### config.mk
export PLATFORM = sky130hd
export DESIGN_NAME = if_fetch
export DESIGN_NICKNAME = d
export VERILOG_FILES = /design/src/rtl/if_fetch.sv
export SDC_FILE = /design/constraint.sdc
export NUM_CORES = 1
export LEC_CHECK = 0
export BUFFER_PORTS_ARGS = -buffer_cell sky130_fd_sc_hd__buf_4
export CAP_MARGIN = 10
export CELL_PAD_IN_SITES_DETAIL_PLACEMENT = 0
export CELL_PAD_IN_SITES_GLOBAL_PLACEMENT = 1
export CORE_ASPECT_RATIO = 1.25
export CORE_MARGIN = 3
export CORE_UTILIZATION = 46
export DETAILED_ROUTE_END_ITERATION = 10
export PLACE_DENSITY_LB_ADDON = 0.1
export SYNTH_ARGS = -nofsm -noshare
export SYNTH_HDL_FRONTEND = slang
export SYNTH_SLANG_ARGS = --single-unit
### constraint.sdc
create_clock -name clk -period 8.1 [get_ports clk]
set_input_delay 0 -clock clk [delete_from_list [all_inputs] [get_ports clk]]
set_output_delay 0 -clock clk [all_outputs]
set_load 0.01 [all_outputs]
### src/rtl/if_fetch.sv
// Instruction-fetch stage: owns the PC, issues word fetches on the instruction bus
// and buffers returned words in a 2-entry queue feeding IF/ID.
module if_fetch #(
    parameter logic [31:0] RESET_ADDR = 32'h0000_0000,
    parameter logic [31:0] NOP_INST   = 32'h0000_0013
) (
    input  logic        clk,
    input  logic        rst,
    input  logic        stall_i,
    input  logic        ex_jump_en_i,
    input  logic [31:0] ex_jump_addr_i,
    input  logic        prd_jump_en_i,
    input  logic [31:0] prd_jump_base_i,
    input  logic [31:0] prd_jump_ofset_i,
    output logic        ibus_req_o,
    output logic [31:0] ibus_addr_o,
    input  logic        ibus_gnt_i,
    input  logic        ibus_rvalid_i,
    input  logic [31:0] ibus_rdata_i,
    output logic        inst_valid_o,
    output logic [31:0] inst_o,
    output logic [31:0] instaddr_o
);

    logic [31:0] pc;
    logic [31:0] req_addr;
    logic        started;
    logic        outstanding;
    logic        kill;

    logic [31:0] fifo_addr [2];
    logic [31:0] fifo_inst [2];
    logic        rptr;
    logic        wptr;
    logic [1:0]  count;

    logic        prd_take;
    logic        redirect;
    logic [31:0] prd_sum;
    logic [31:0] target;
    logic        rsp;
    logic        push;
    logic        pop;
    logic        grant;
    logic [2:0]  occupancy;

    always_comb begin
        prd_take     = prd_jump_en_i && !stall_i;
        redirect     = ex_jump_en_i || prd_take;
        prd_sum      = prd_jump_base_i + prd_jump_ofset_i;
        target       = ex_jump_en_i ? ex_jump_addr_i : {prd_sum[31:1], 1'b0};
        rsp          = outstanding && ibus_rvalid_i;
        push         = rsp && !kill && !redirect;
        inst_valid_o = (count != 2'd0) && !redirect;
        pop          = inst_valid_o && !stall_i;
        // Queue slots after this cycle's pop, counting a live in-flight word as already queued
        occupancy    = {1'b0, count} - {2'b00, pop} + {2'b00, outstanding && !kill};
        ibus_req_o   = started && !redirect && (!outstanding || ibus_rvalid_i)
                       && (occupancy < 3'd2);
        grant        = ibus_req_o && ibus_gnt_i;
    end

    assign ibus_addr_o = pc;
    assign inst_o      = inst_valid_o ? fifo_inst[rptr] : NOP_INST;
    assign instaddr_o  = inst_valid_o ? fifo_addr[rptr] : RESET_ADDR;

    always_ff @(posedge clk or posedge rst) begin
        if (rst) begin
            pc          <= RESET_ADDR;
            started     <= 1'b0;
            outstanding <= 1'b0;
            kill        <= 1'b0;
            rptr        <= 1'b0;
            wptr        <= 1'b0;
            count       <= 2'd0;
        end else begin
            started <= 1'b1;

            if (redirect)
                pc <= target;
            else if (grant)
                pc <= pc + 32'd4;

            if (grant)
                outstanding <= 1'b1;
            else if (rsp)
                outstanding <= 1'b0;

            // A wrong-path word still on the bus must be swallowed when it returns
            if (redirect && outstanding && !ibus_rvalid_i)
                kill <= 1'b1;
            else if (rsp)
                kill <= 1'b0;

            if (redirect) begin
                rptr  <= 1'b0;
                wptr  <= 1'b0;
                count <= 2'd0;
            end else begin
                if (push)
                    wptr <= ~wptr;
                if (pop)
                    rptr <= ~rptr;
                count <= count + {1'b0, push} - {1'b0, pop};
            end
        end
    end

    always_ff @(posedge clk) begin
        if (grant)
            req_addr <= pc;
        if (push) begin
            fifo_addr[wptr] <= req_addr;
            fifo_inst[wptr] <= ibus_rdata_i;
        end
    end

endmodule

==> impl_metrics.py <==
metrics = {
    "hold_path": {
        "hold_path_class": "in2reg",
    },
    "cells_and_area": {
        "antenna_cells": 0,
        "final_area_um2": 13170,
        "nFillCells": 1763,
        "drive_gt1_share_pct": 24.89,
        "nets": 1307,
        "final_util_pct": 62.58,
        "area_delta_synth_final_pct": 32.68,
    },
    "die": {
        "die_h_um": 170.2,
        "io_pins": 233,
        "start_util_pct": 47.17,
        "core_um2": 21040,
        "die_area_um2": 23380,
        "row_count": 59,
        "die_x_um": 137.4,
    },
    "routing": {
        "dr_wl_met2_mm": 11.75,
        "drc": 0,
        "vias": 7517,
        "antenna_left": 0,
        "routedWlPerCell_um": 16.67,
        "via_per_inst": 5.283,
        "drt-total-wl_mm": 23.72,
        "met1Wirelength_mm": 9.961,
        "drt_iter0_markers": 425,
        "drtPass1Iterations": 5,
        "met3_length_mm": 1.540,
        "top_layer_used": "met4",
    },
    "place": {
        "place_hpwl_mm": 17.22,
        "gp_congestion": 0.8556,
        "place_area_um2": 11950,
        "pre_cts_ws_ns": 3.451,
        "io_buffers": 232,
    },
    "power_and_ir_drop": {
        "ir_drop_uv": 115.8,
        "power.density_nw_per_um2": 180.5,
        "leakage_nw": 5.037,
    },
    "timing": {
        "finalSetupTns_ns": 0,
        "max-slew-margin-rel_pct": 35.91,
        "layout_setup_ws_ns": 3.144,
        "worst_slew_pin_slew_ns": 0.9613,
        "fin_worst_skew_ns": 0.01041,
        "post-route-period-util_pct": 61.18,
        "post-route-min-period_ns": 4.956,
        "rsz0062_at_grt": "false",
        "drv_slew": 0,
        "fmax_mhz": 201.8,
        "hold_viol_final": 0,
        "finalSetupViolations": 0,
    },
    "logic_synthesis": {
        "syn_nets": 1024,
        "synthTopCellsByArea": "edfxtp_1 (48%), dfrtp_1 (9.8%), mux2i_1 (6.7%), ha_1 (4.3%), nor2_1 (3.9%)",
        "ys_warn_count": 0,
        "synth_area_leader_cell": "edfxtp_1",
        "synth-seq-area-share_pct": 58.25,
        "synth_edf_count": 160,
        "synth_cell_types": 64,
        "synth-seq-cells": 199,
        "yosys_most_used_dff": "edfxtp_1",
        "async_reset_ff_share_pct": 19.60,
        "synth_top_area_share_pct": 48.42,
        "synthCells": 853,
        "syn-cell-area_um2": 9923,
        "syn_area_per_cell_um2": 11.63,
    },
    "critical_path": {
        "critPathCaptureType": "flip-flop",
        "worstPathMaxFanout": 63,
        "arrival_ns": 5.31,
        "required_ns": 8.46,
        "start_kind": "input port",
        "worstSetupPathType": "in2reg",
    },
    "cts": {
        "cts-buffers-inserted": 17,
        "cts_root_buf": "clkbuf_16",
        "cts.sink_count": 199,
        "cts_tree": "yes",
        "clock_latency_ns": 0.42,
        "cts_buffer_depth": 2,
        "h-tree-depth": 4,
        "clk_pin_slew_worst_paths_ns": 0.07,
    },
    "global_route": {
        "first_global_vias": 7240,
        "grt_max_degree": 65,
        "grt_pass1_wl_mm": 36.54,
        "overflow": 0,
        "grt_usage_pct": 19.86,
        "antenna_found_initial": 0,
    },
    "flow_run": {
        "cap_violations": 0,
    },
    "outcome": {
        "status": "complete, no violations",
    },
}
-- stage by stage --
step	hold slack, ns	instances	power, mW
after detailed placement	0.1821	1328	1.558
after CTS	0.001617	1423	2.400
after floorplan	0.08983	853	1.399
after global placement	0.1708	1328	1.555
after global routing	0.02117	1423	2.484
final	0.02734	1423	2.377
-- cell usage in the layout (no fill, tap or decap), types with 23 or more instances in the layout --
cell type      count
buf_4            240
xnor2_1           30
mux2i_1           66
nand2_1           66
nor2_1           102
ha_1              34
dfrtp_1           38
dlygate4sd3_1     63
nand3_1           23
edfxtp_1         160
o21ai_0           24
a21oi_1           57
-- cell families after synthesis --
| group | after synthesis | synth area share [%] |
|---|---|---|
| fa+ha+maj | 36 | 4.690 |
| xor+xnor | 42 | 3.707 |
| compound gates | 187 | 12.43 |
| buf+inv | 60 | 2.282 |
| flops | 199 | 58.25 |
| simple gates | 262 | 11.94 |
| other cells | 1 | 0.03779 |
| mux | 66 | 6.657 |
-- registers in the layout, summed over array words and instances (netlist names) --
| name | flops |
|---|---|
| started | 1 |
| fifo_addr | 64 |
| req_addr | 32 |
| wptr | 1 |
| ibus_addr_o | 32 |
| kill | 1 |
| fifo_inst | 64 |
| outstanding | 1 |
| count | 2 |
| rptr | 1 |
-- worst paths after layout --
path / endpoint / startpoint / cells past startpoint / slack, ns
worst max-delay path: ibus_addr_o[31] / stall_i / 19 / 3.14
worst min-delay path: ibus_addr_o[17] / ex_jump_addr_i[17] / 4 / 0.03
worst max register to register: ibus_addr_o[31] / count[1] / 14 / 3.27
worst min register to register: fifo_addr[1][22] / req_addr[22] / 0 / 0.45
max in group asynchronous: rptr / rst / 4 / 7.40
min in group asynchronous: ibus_addr_o[2] / rst / 4 / 0.27
-- power by group --
| part | internal, mW | switching [mW] |
|---|---|---|
| combinational | 0.186 | 0.190 |
| clock | 0.438 | 0.376 |
| sequential | 1.14 | 0.0441 |
-- cell type report --
| cell class | instances | area [µm²] | share of cell area (%) |
|---|---|---|---|
| clock buffers | 18 | 429.2 | 3.260 |
| clock inverters | 14 | 156.4 | 1.188 |
| inverters | 21 | 78.83 | 0.5987 |
| multi-input cells | 594 | 3943 | 29.94 |
| flip-flops and latches | 199 | 5784 | 43.93 |
| well taps | 274 | 342.8 | 2.604 |
| repair buffers | 303 | 2432 | 18.47 |
-- cells in the mapped netlist, drive strengths merged (2+ instances only) --
master	instances
a21o	5
a21oi	57
a222oi	2
xnor2	30
o21bai	7
or3	6
o211ai	4
o21a	9
clkbuf	34
nor2	106
o22ai	6
buf	5
o311ai	2
nand2	66
edfxtp	160
a31oi	10
and2	5
a221oi	2
nand3	23
and4	4
a211oi	13
fa	2
o21ai	41
inv	21
a311oi	2
nor3	12
nand2b	7
o221ai	4
ha	34
mux2i	66
a2111oi	2
nand4	12
nor2b	4
o31ai	4
o41ai	2
xor2	12
nor4	4
dfrtp	39
and3	9
a22oi	5
-- per-layer routing --
| layer | global-route usage, % | vias to the layer above |
|---|---|---|
| li1 | - | 3745 |
| met1 | 24.96 | 3490 |
| met2 | 34.24 | 243 |
| met3 | 4.140 | 39 |
| met4 | 6.424 | 0 |
| met5 | 0 | - |
-- repair_timing --
item | CTS | global route
hold buffers | 63 | 0
endpoints found under the hold margin | 134 | 0
gates resized for setup | 0 | 0
setup buffers | 0 | 0
-- worst max-delay path, cell delays in order --
cell and delay [ns]:
dlygate4sd3_1 0.55, buf_4 0.15, nor2b_1 0.10, buf_4 0.22
nor2_2 0.08, o21ai_4 0.07, buf_4 0.56, nor2_1 0.19
ha_1 0.33, nand2b_1 0.15, fa_1 0.38, xnor2_1 0.13
and4_1 0.25, nand3_1 0.40, or3_1 0.57, nor2_1 0.18
xnor2_1 0.08, a222oi_1 0.31, dlygate4sd3_1 0.60
Power figures use the tool's default switching activity.
